## config.mk

```make
export PLATFORM = sky130hd
export DESIGN_NAME = ram_stream_reader
export DESIGN_NICKNAME = d
export VERILOG_FILES = /design/src/rtl/ram_stream_reader.sv
export SDC_FILE = /design/constraint.sdc
export NUM_CORES = 1
export LEC_CHECK = 0
export CORE_MARGIN = 2
export CORE_UTILIZATION = 40
export CTS_BUF_LIST = sky130_fd_sc_hd__clkbuf_4 sky130_fd_sc_hd__clkbuf_8 sky130_fd_sc_hd__clkbuf_16
export CTS_CLUSTER_DIAMETER = 50
export DETAILED_ROUTE_END_ITERATION = 10
export GPL_TIMING_DRIVEN = 0
export PLACE_DENSITY = 0.76
export SLEW_MARGIN = 30
export SYNTH_ARGS = -nofsm -noshare
export SYNTH_HDL_FRONTEND = slang
export SYNTH_SLANG_ARGS = --single-unit
```

## constraint.sdc

```tcl
create_clock -name CLK -period 5.3 [get_ports CLK]
set_input_delay 1.325 -clock CLK [delete_from_list [all_inputs] [get_ports CLK]]
set_output_delay 1.325 -clock CLK [all_outputs]
set_load 0.005 [all_outputs]
```

## src/rtl/ram_stream_reader.sv

```systemverilog
// Drains a contiguous RAM address range and serializes each word onto a
// narrow valid/ready stream, least-significant slice first.
module ram_stream_reader #(
  parameter int ADDRESS_WIDTH = 13,
  parameter int DATA_WIDTH    = 64,
  parameter int OUT_WIDTH     = 32
) (
  input  logic                     CLK,
  input  logic                     RST,
  input  logic                     start,
  input  logic [ADDRESS_WIDTH-1:0] base_addr,
  input  logic [ADDRESS_WIDTH:0]   word_count,
  output logic [ADDRESS_WIDTH-1:0] ram_address,
  input  logic [DATA_WIDTH-1:0]    ram_data,
  output logic [OUT_WIDTH-1:0]     out_data,
  output logic                     out_valid,
  input  logic                     out_ready,
  output logic                     busy,
  output logic                     done
);

  localparam int BEATS  = DATA_WIDTH / OUT_WIDTH;
  localparam int BEAT_W = (BEATS > 1) ? $clog2(BEATS) : 1;

  localparam logic [BEAT_W-1:0]        BEAT_ZERO = {BEAT_W{1'b0}};
  localparam logic [BEAT_W-1:0]        BEAT_ONE  = {{(BEAT_W-1){1'b0}}, 1'b1};
  localparam logic [BEAT_W-1:0]        LAST_BEAT = BEAT_W'(BEATS - 1);
  localparam logic [ADDRESS_WIDTH:0]   CNT_ZERO  = {(ADDRESS_WIDTH+1){1'b0}};
  localparam logic [ADDRESS_WIDTH:0]   CNT_ONE   = {{ADDRESS_WIDTH{1'b0}}, 1'b1};
  localparam logic [ADDRESS_WIDTH-1:0] ADDR_ZERO = {ADDRESS_WIDTH{1'b0}};
  localparam logic [ADDRESS_WIDTH-1:0] ADDR_ONE  = {{(ADDRESS_WIDTH-1){1'b0}}, 1'b1};
  localparam logic [DATA_WIDTH-1:0]    WORD_ZERO = {DATA_WIDTH{1'b0}};
  localparam logic [OUT_WIDTH-1:0]     OUT_ZERO  = {OUT_WIDTH{1'b0}};

  typedef enum logic [1:0] {
    IDLE  = 2'd0,
    FETCH = 2'd1,
    SEND  = 2'd2,
    DONE  = 2'd3
  } state_t;

  state_t                  state_r;
  logic [ADDRESS_WIDTH:0]  remaining_r;
  logic [BEAT_W-1:0]       beat_r;
  logic [DATA_WIDTH-1:0]   word_r;
  logic [DATA_WIDTH-1:0]   word_shift_s;
  logic                    last_beat_s;
  logic                    more_words_s;

  // Word register keeps only the unsent slices, so the next beat is always its low slice.
  always_comb begin
    word_shift_s = word_r >> OUT_WIDTH;
    last_beat_s  = (beat_r == LAST_BEAT);
    more_words_s = (remaining_r != CNT_ONE);
  end

  // Transfer sequencer with registered stream, RAM address and status outputs.
  always_ff @(posedge CLK) begin
    if (RST) begin
      state_r     <= IDLE;
      remaining_r <= CNT_ZERO;
      beat_r      <= BEAT_ZERO;
      word_r      <= WORD_ZERO;
      ram_address <= ADDR_ZERO;
      out_data    <= OUT_ZERO;
      out_valid   <= 1'b0;
      busy        <= 1'b0;
      done        <= 1'b0;
    end else begin
      case (state_r)
        IDLE: begin
          done      <= 1'b0;
          out_valid <= 1'b0;
          if (start) begin
            if (word_count != CNT_ZERO) begin
              ram_address <= base_addr;
              remaining_r <= word_count;
              busy        <= 1'b1;
              state_r     <= FETCH;
            end else begin
              state_r <= DONE;
            end
          end else begin
            state_r <= IDLE;
          end
        end
        FETCH: begin
          word_r    <= ram_data;
          out_data  <= ram_data[OUT_WIDTH-1:0];
          out_valid <= 1'b1;
          beat_r    <= BEAT_ZERO;
          state_r   <= SEND;
        end
        SEND: begin
          if (out_ready) begin
            if (!last_beat_s) begin
              beat_r   <= beat_r + BEAT_ONE;
              word_r   <= word_shift_s;
              out_data <= word_shift_s[OUT_WIDTH-1:0];
            end else if (more_words_s) begin
              remaining_r <= remaining_r - CNT_ONE;
              ram_address <= ram_address + ADDR_ONE;
              out_valid   <= 1'b0;
              state_r     <= FETCH;
            end else begin
              remaining_r <= CNT_ZERO;
              out_valid   <= 1'b0;
              busy        <= 1'b0;
              state_r     <= DONE;
            end
          end else begin
            state_r <= SEND;
          end
        end
        DONE: begin
          done    <= 1'b1;
          state_r <= IDLE;
        end
        default: begin
          out_valid <= 1'b0;
          busy      <= 1'b0;
          done      <= 1'b0;
          state_r   <= IDLE;
        end
      endcase
    end
  end

endmodule

```

==> results.ini, run 1 <==
[outcome]
run_status = complete, no violations

[routing]
drc = 0
drt-vias-per-instance = 5.47
drt_iter0_drc = 364
routed_wire_length_per_instance_microns = 17.1
totalWireLength_microns = 15900
ant_nets = 0
detail_route.first_pass.iterations = 5
vias = 5072

[power]
power_switching_uw = 893
clock_network_fraction_of_total_power_pct = 25.7
netSwitchingFraction_pct = 34.2
p_leak_nw = 2.48
power_mw = 2.61
power.share.sequential_pct = 36.7
ir_drop_mv = 0.183
power_frac_comb_pct = 37.6
power_per_cell_area_mw_per_mm2 = 376
p_int_mw = 1.72

[die]
initial_utilization_pct = 41.4
die_width_microns = 116
die-area_sq_mm = 0.0135
die_height_microns = 116
core_region_area_sq_mm = 0.0121
floorplan.rows = 40
io_pins = 143

[hold_path]
min_path_type = flop to flop
hold_path_depth = 2

[clock_network]
ctsHoldBuffers = 0
cts.clk_slew.worst_paths_ps = 70
cts-root-buf = sky130_fd_sc_hd__clkbuf_16
clk_path_buf_depth = 2
cts-buffers-inserted = 9
cts.sink_count = 97
post_cts.repair.setup_buffers = 0
clock_latency_ps = 350
clock_tree_from_tritoncts = yes
depth_of_the_cts_h_tree = 3
postCtsResizedCells = 0

[global_routing]
pin_count_of_the_biggest_net_entering_global_routing = 18
grt_use_total_pct = 23.5
grt_pass1_vias = 5013
grt_pass1_wl_microns = 24800
grt_antenna_before_repair = 0
globalRoute.totalOverflow = 0

[sta]
totalNegativeSetupSlack_ps = 0
finalCritPeriodShare_pct = 67.4
timing.slew.headroom_pct = 38.1
max_freq_mhz = 280
clock_skew_ps = 6.94
setup_ws_ps = 1730
fin_hold_ws_ps = 469
final.min_clock_period_ps = 3570
worst_slew_pin_slew_ps = 922
drv_slew = 0
timing.final.setup_violations = 0
timing_hold_violations_final = 0
rsz0062_at_grt = no

[critical_path]
crit_arrival_ps = 3830
rr_worst_depth = 10
crit_path_kind = primary input to flop
cp_data_required_time_ps = 5560
startpoint_type = primary input
cp_cell_sequence = clkdlybuf4s50_1 > or4_1 > and4bb_2 > or2_2 > clkbuf_1 > buf_2 > nand2_1 > a31oi_1
cp-end-kind = flop
critPathMaxStageDelay_ps = 590
critPathSlowestCell = sky130_fd_sc_hd__or4_1
highest_fanout_seen_on_the_critical_path = 10

[placement]
numPortBuffers = 142
placed_cells_incl_taps = 912
place_area_sq_mm = 0.00665
place.detailed.hpwl_microns = 11800
finalWeightedCongestion = 0.880
dp_slack_ps = 1460

[synth]
synth_edf_count = 0
ys_types = 54
synthesis.nets = 705
ys_top_cells_by_area = sky130_fd_sc_hd__dfxtp_1, sky130_fd_sc_hd__mux2i_1, sky130_fd_sc_hd__a211oi_1, sky130_fd_sc_hd__a21oi_1, sky130_fd_sc_hd__buf_4
ys_seq_area_share_pct = 38.7
synth-async-reset-ratio_pct = 0
yosys.area.top_type = sky130_fd_sc_hd__dfxtp_1
synth_flop_cell = sky130_fd_sc_hd__dfxtp_1
mappedNetlistArea_sq_mm = 0.00502
synth_cells = 602
per_instance_average_area_after_synthesis_sq_um = 8.34
synth_top_area_share_pct = 38.7
synth_warnings = 0
ys_seq_elements = 97

[final_layout]
layout.cell_area.non_filler_sq_mm = 0.00696
area_overhead_of_the_layout_relative_to_synthesis_pct = 38.6
most_frequent_cells_in_the_layout = sky130_fd_sc_hd__clkdlybuf4s50_1, sky130_fd_sc_hd__dfxtp_1, sky130_fd_sc_hd__nor2_1
post_layout_nonfiller_instances = 928
n_antenna_cell = 0
final_net_count = 858
final_util_pct = 57.4
drive_above_1_share_pct = 9.74
most_common_library_cell_in_the_layout_ignoring_fill_and_taps = sky130_fd_sc_hd__clkdlybuf4s50_1

[run]
drv_cap = 0

[layout make-up]
class / count / area [sq um]
Multi-Input combinational cell: 415 / 2580
Sequential cell: 97 / 1940
Clock inverter: 6 / 72.6
Clock buffer: 10 / 233
Inverter: 12 / 45.0
Fill cell: 1110 / 5160
Buffer: 78 / 454
Timing Repair Buffer: 142 / 1420
Tap cell: 168 / 210
[kinds of logic (layout without fill, tap and decap cells)]
family	Yosys count	after routing	share of synthesized area [%]
DFF	97	97	38.7
adders and majority gates	8	8	1.99
and+or+nand+nor	217	217	21.6
muxes	38	38	7.58
buffers and inverters	90	248	9.95
AOI/OAI and AO/OA	150	150	19.8
xor gates and xnor gates	2	2	0.349
[worst max-delay path, delay by kind of cell]
| family | cells | cell delay (ps) |
|---|---|---|
| compound gates | 1 | 190 |
| buf+inv | 3 | 1100 |
| simple gates | 4 | 1210 |
[final timing paths]
kind | slack, ps | endpoint | start
setup / recovery | 1730 | ram_address[3] | word_count[7]
hold / removal | 470 | word_r[59] | word_r[59]
setup reg to reg | 2640 | out_data[13] | state_r[0]
hold reg to reg | 470 | word_r[59] | word_r[59]
[sequential cells by signal, indices dropped and copies added, names as in the netlist]
name	count
ram_address	13
done	1
remaining_r	14
out_data	31
out_valid	1
busy	1
beat_r	1
word_r	33
state_r	2
[synthesized netlist by cell type, types with 3 or more instances]
library cell / number
sky130_fd_sc_hd__a211oi_1: 38
sky130_fd_sc_hd__a21oi_1: 55
sky130_fd_sc_hd__a221oi_1: 4
sky130_fd_sc_hd__a2bb2oi_1: 3
sky130_fd_sc_hd__a31oi_1: 8
sky130_fd_sc_hd__a32o_1: 3
sky130_fd_sc_hd__a32oi_1: 3
sky130_fd_sc_hd__buf_1: 3
sky130_fd_sc_hd__buf_2: 8
sky130_fd_sc_hd__buf_4: 33
sky130_fd_sc_hd__clkbuf_1: 31
sky130_fd_sc_hd__dfxtp_1: 97
sky130_fd_sc_hd__ha_1: 8
sky130_fd_sc_hd__inv_1: 12
sky130_fd_sc_hd__mux2i_1: 38
sky130_fd_sc_hd__nand2_1: 55
sky130_fd_sc_hd__nand3_1: 41
sky130_fd_sc_hd__nand4_1: 6
sky130_fd_sc_hd__nor2_1: 56
sky130_fd_sc_hd__nor2b_1: 11
sky130_fd_sc_hd__nor3_1: 8
sky130_fd_sc_hd__nor3b_1: 3
sky130_fd_sc_hd__nor4_1: 7
sky130_fd_sc_hd__o21ai_0: 18
sky130_fd_sc_hd__o21ai_1: 3
sky130_fd_sc_hd__o32ai_1: 3
sky130_fd_sc_hd__or2_2: 3
sky130_fd_sc_hd__or4_1: 7
[power by group through the flow]
| stage | sequential (mW) | clock [mW] | combinational, mW |
|---|---|---|---|
| after CTS | 0.955 | 0.681 | 0.973 |
| after detailed placement | 0.969 | 0 | 0.967 |
| after global routing | 0.971 | 0.715 | 1.07 |
| after global placement | 0.962 | 0 | 0.947 |
| final | 0.958 | 0.672 | 0.983 |
| after floorplan | 0.943 | 0 | 0.596 |
[routing by layer]
| layer | up-vias | wire length, microns | GRT usage (%) | share of wire, % |
|---|---|---|---|---|
| met5 | - | 0 | 0 | 0 |
| met4 | 0 | 365 | 9.37 | 2.3 |
| met3 | 26 | 928 | 2.93 | 5.8 |
| met2 | 185 | 7810 | 40.2 | 49 |
| met1 | 2410 | 6800 | 30.2 | 43 |
| li1 | 2451 | - | - | - |
No activity file was read; power rests on OpenSTA's default activity.
==> run 2: changes to the inputs <==
- PLACE_DENSITY: 0.76 -> 0.79
- clock period: 5.3 -> 3 ns (I/O delays scaled with it)
==> results.ini, run 2 (same netlist as run 1, synthesis figures left out) <==
[final_layout]
drive_above_1_share_pct = 10.0
final_net_count = 857
registers.top_by_ff_count = word_r
most_frequent_cells_in_the_layout = sky130_fd_sc_hd__clkdlybuf4s50_1, sky130_fd_sc_hd__dfxtp_1, sky130_fd_sc_hd__nor2_1
n_antenna_cell = 0
biggest_registers_after_layout = word_r: 33 flops, out_data: 31 flops, remaining_r: 14 flops
nFillCells = 1122
area_overhead_of_the_layout_relative_to_synthesis_pct = 38.0
most_common_library_cell_in_the_layout_ignoring_fill_and_taps = sky130_fd_sc_hd__clkdlybuf4s50_1
largest_register_ff_count = 33
layout.cell_area.non_filler_sq_mm = 0.00693

[die]
die-area_sq_mm = 0.0135
io_pins = 143
floorplan.rows = 40
core_region_area_sq_mm = 0.0121
die_height_microns = 116
initial_utilization_pct = 41.4
die_width_microns = 116

[clock_network]
clock_tree_from_tritoncts = yes
clock_latency_ps = 350
clk_path_buf_depth = 2
cts-root-buf = sky130_fd_sc_hd__clkbuf_16
cts.sink_count = 97
cts-buffers-inserted = 9
cts.clk_slew.worst_paths_ps = 70
depth_of_the_cts_h_tree = 3

[critical_path]
crit_path_kind = primary input to flop
startpoint_type = primary input
cp_data_required_time_ps = 3260
crit_arrival_ps = 3000
highest_fanout_seen_on_the_critical_path = 10
cp-end-kind = flop
critPathSlowestCell = sky130_fd_sc_hd__clkdlybuf4s50_1
cp_cell_sequence = clkdlybuf4s50_1 > nand2_1 > or2_2 > clkbuf_1 > nand2_1 > clkbuf_1 > nor2_1 > a211oi_1
critPathMaxStageDelay_ps = 540

[sta]
max_freq_mhz = 364
timing.slew.headroom_pct = 44.1
worst_slew_pin_slew_ps = 839
timing_hold_violations_final = 0
drv_slew = 0
timing.final.setup_violations = 0
rsz0062_at_grt = no
finalCritPeriodShare_pct = 91.5
clock_skew_ps = 3.51
final.min_clock_period_ps = 2740
totalNegativeSetupSlack_ps = 0

[routing]
detail_route.first_pass.iterations = 5
vias = 5104
drc = 0
drt_iter0_drc = 377
drt-vias-per-instance = 5.51
totalWireLength_microns = 15900
ant_nets = 0
routed_wire_length_per_instance_microns = 17.2

[run]
drv_cap = 0

[placement]
place.detailed.hpwl_microns = 11800
numPortBuffers = 142
place_area_sq_mm = 0.00665
finalWeightedCongestion = 0.904

[power]
ir_drop_mv = 0.369
power_per_cell_area_mw_per_mm2 = 651
p_leak_nw = 2.48

[global_routing]
grt_antenna_before_repair = 0
globalRoute.totalOverflow = 0
pin_count_of_the_biggest_net_entering_global_routing = 17
grt_use_total_pct = 23.4
grt_pass1_vias = 4973
grt_pass1_wl_microns = 24500

[outcome]
run_status = complete, no violations

[hold_path]
min_path_type = flop to flop

==> run 2: where the power goes <==
group          switching [mW]  internal [mW]  total (mW)
Sequential              0.183           1.51        1.69
Clock                   0.517          0.561        1.08
Combinational           0.870          0.870        1.74
Total                    1.57           2.94        4.51
==> run 2: path summary, 6_finish.rpt <==
check / start / slack [ps] / cells after the start / endpoint
worst min-delay path: word_r[44] / 470 / 2 / word_r[44]
worst max register to register: state_r[0] / 340 / 10 / out_data[21]
worst min register to register: word_r[44] / 470 / 2 / word_r[44]
worst max-delay path: out_ready / 260 / 8 / out_data[21]
==> run 2: through the flow <==
| stage | setup WS (ps) | utilization (%) | hold WS, ps | cells | power (mW) |
|---|---|---|---|---|---|
| 2_1_floorplan | 611 | - | 448 | 602 | 2.72 |
| 3_3_place_gp | -198 | 54.9 | 453 | 912 | 3.38 |
| 3_5_place_dp | -218 | 54.9 | 459 | 912 | 3.43 |
| 4_1_cts | 128 | 57.1 | 469 | 927 | 4.50 |
| 5_1_grt | 28.0 | 57.2 | 495 | 926 | 4.75 |
| 6_report | 256 | 57.2 | 465 | 926 | 4.51 |
==> run 2: repair_timing <==
item / CTS / global route
buffers inserted: 0 / 0
hold buffers: 0 / 0
setup endpoints to repair: 0 / 8
resized for setup: 0 / 5
==> run 2: final cells by class <==
type | instances | area [sq um] | area share (%)
multi-input combinational | 415 | 2580 | 37.3
sequential | 97 | 1940 | 28.0
timing repair buffer | 142 | 1420 | 20.5
buffer | 77 | 455 | 6.58
clock buffer | 9 | 225 | 3.25
tap | 168 | 210 | 3.04
inverter | 12 | 45.0 | 0.650
clock inverter | 6 | 43.8 | 0.632
==> run 2: critical path: cells and delay by family <==
kind | cells | cell delay [ps]
AOI/OAI and AO/OA | 1 | 230
buffers and inverters | 3 | 1200
and+or+nand+nor | 4 | 820
==> run 2: metal layers <==
layer	global-route usage, %	part of all wire (%)
met4	9.21	2.2
met1	30.5	44
met2	38.1	48
met3	4.65	5.7
met5	0	0
==> variant (settings of run 1) <==
The 4 states of `state_t` get a Gray code encoding in 2 bits.
--- a/src/rtl/ram_stream_reader.sv
+++ b/src/rtl/ram_stream_reader.sv
@@ -35,6 +35,6 @@
   typedef enum logic [1:0] {
-    IDLE  = 2'd0,
-    FETCH = 2'd1,
-    SEND  = 2'd2,
-    DONE  = 2'd3
+    IDLE  = 2'b00,
+    FETCH = 2'b01,
+    SEND  = 2'b11,
+    DONE  = 2'b10
   } state_t;
Function: no difference found for any inputs over 4 cycles, from zero or initial values and one cycle with RST high; so few cycles prove little.
==> variant against run 1 <==
Global-route usage increased by 0.78 points; sequential cell count unchanged; final area fell by 4.1%; setup slack improved by 0.10 ns; synthesized area down 5.6%; sequential share of layout area up 1.2 points; wire length down 1.1%; critical path type unchanged; critical endpoint is now remaining_r[0]; largest cell class unchanged.
Power is not compared: it rests on default switching activity, and its combinational part moved more than twofold at a synthesized area within 25%.
==> variant: results (changes against run 1) <==
| Result | Reported | Unit | Delta |
|:---|:---|:---|:---|
| Register-to-Register Setup Slack | 2.77 | ns | +0.13 ns |
| Final nets | 838 | - | -2.3% |
| Worst flop-to-flop path endpoint | remaining_r[10] | - |  |
| Wire length of the first global-routing pass | 24.84 | mm | +0.11% |
| Total number of H-tree levels | 3 | - | unchanged |
| Count of vias placed by the detailed router | 5,105 | - | +0.65% |
| Placed instance count | 872 | - | -4.4% |
| Result of the run | finished, final reports clean | - |  |
| Launching instance or port of the critical path | word_count[12] | - |  |
| Placed Instance Area | 0.006340 | mm2 | -4.7% |
| Worst R2R Start | remaining_r[0] | - |  |
| Setup crit end | remaining_r[0] | - |  |
| Sum of net half-perimeters after detailed placement | 11.66 | mm | -1.5% |
| Synth unique cells | 60 | - | +11% |
| Violation count after the first detailed-routing iteration | 484 | - | +33% |
| Post-synthesis cell count | 587 | - | -2.5% |
| Wirelength per Cell | 17.72 | um | +3.4% |
| Sequential fraction of the synthesis area | 40.97 | % | +2.3 points |
| Post-layout worst setup margin | 1.831 | ns | +0.1030 ns |
| Number of nets in the synthesized netlist | 685 | - | -2.8% |
| Vias in the first global route | 4,867 | - | -2.9% |
| Total Routed Length | 15.74 | mm | -1.1% |
| Worst slack at placement | 1.515 | ns | +0.05425 ns |
| Fraction of layout cells with a size suffix above 1 | 8.859 | % | -0.88 points |
| Worst slack on hold paths | 0.4780 | ns | +0.009393 ns |
| List of most frequent post-synthesis cells | 97 x dfxtp_1, 92 x nand2_1, 83 x nor2_1, 38 x a22oi_1, 38 x clkbuf_1 | - |  |
| GRT Overall Usage | 24.28 | % | +0.78 points |
| Synth top area cells | dfxtp_1 41%, nand2_1 7.3%, nor2_1 6.6% | - |  |
[variant: worst max-delay path, stage by stage]
cell and delay [ns]:
clkdlybuf4s50_1 0.45, nor4_1 0.39, nand4_1 0.24, a21oi_2 0.54, clkbuf_1 0.49, a22oi_1 0.13, a21oi_1 0.17
[variant: cells by family after synthesis]
family                   Yosys count  synth area share (%)
buffers and inverters             89                 9.820
AND/OR/NAND/NOR                  222                 20.51
AO/OA/AOI/OAI                    171                 26.87
adder cells (fa/ha/maj)            3                0.7921
XOR/XNOR                           1                0.1848
multiplexers                       4                0.8448
flip-flops                        97                 40.97
[variant: how the worst min path moves through the flow]
stage / endpoint / depth (start not counted) / startpoint
after global placement: remaining_r[7] / 2 / remaining_r[7]
after detailed placement: out_valid / 2 / out_valid
after CTS: remaining_r[7] / 2 / remaining_r[7]
after floorplan: remaining_r[7] / 2 / remaining_r[7]
final: out_valid / 2 / out_valid
after global routing: out_data[7] / 2 / word_r[39]
[variant: routing by layer]
| layer | wire [um] | up-vias | track usage, % | share of wire, % |
|---|---|---|---|---|
| met5 | 0 | - | 0 | 0 |
| met4 | 320 | 0 | 8.780 | 2.0 |
| met3 | 1258 | 30 | 3.535 | 8.0 |
| met2 | 7304 | 266 | 39.88 | 46 |
| met1 | 6855 | 2396 | 32.63 | 44 |
| li1 | - | 2413 | - | - |
[variant: area by class of cell]
type	instances	share of cell area, %
repair buffers	142	21.31
inverters	9	0.5064
flip-flops and latches	97	29.11
well taps	143	2.682
multi-input cells	401	34.96
plain buffers	80	6.470
clock inverters	7	1.594
clock buffers	9	3.376
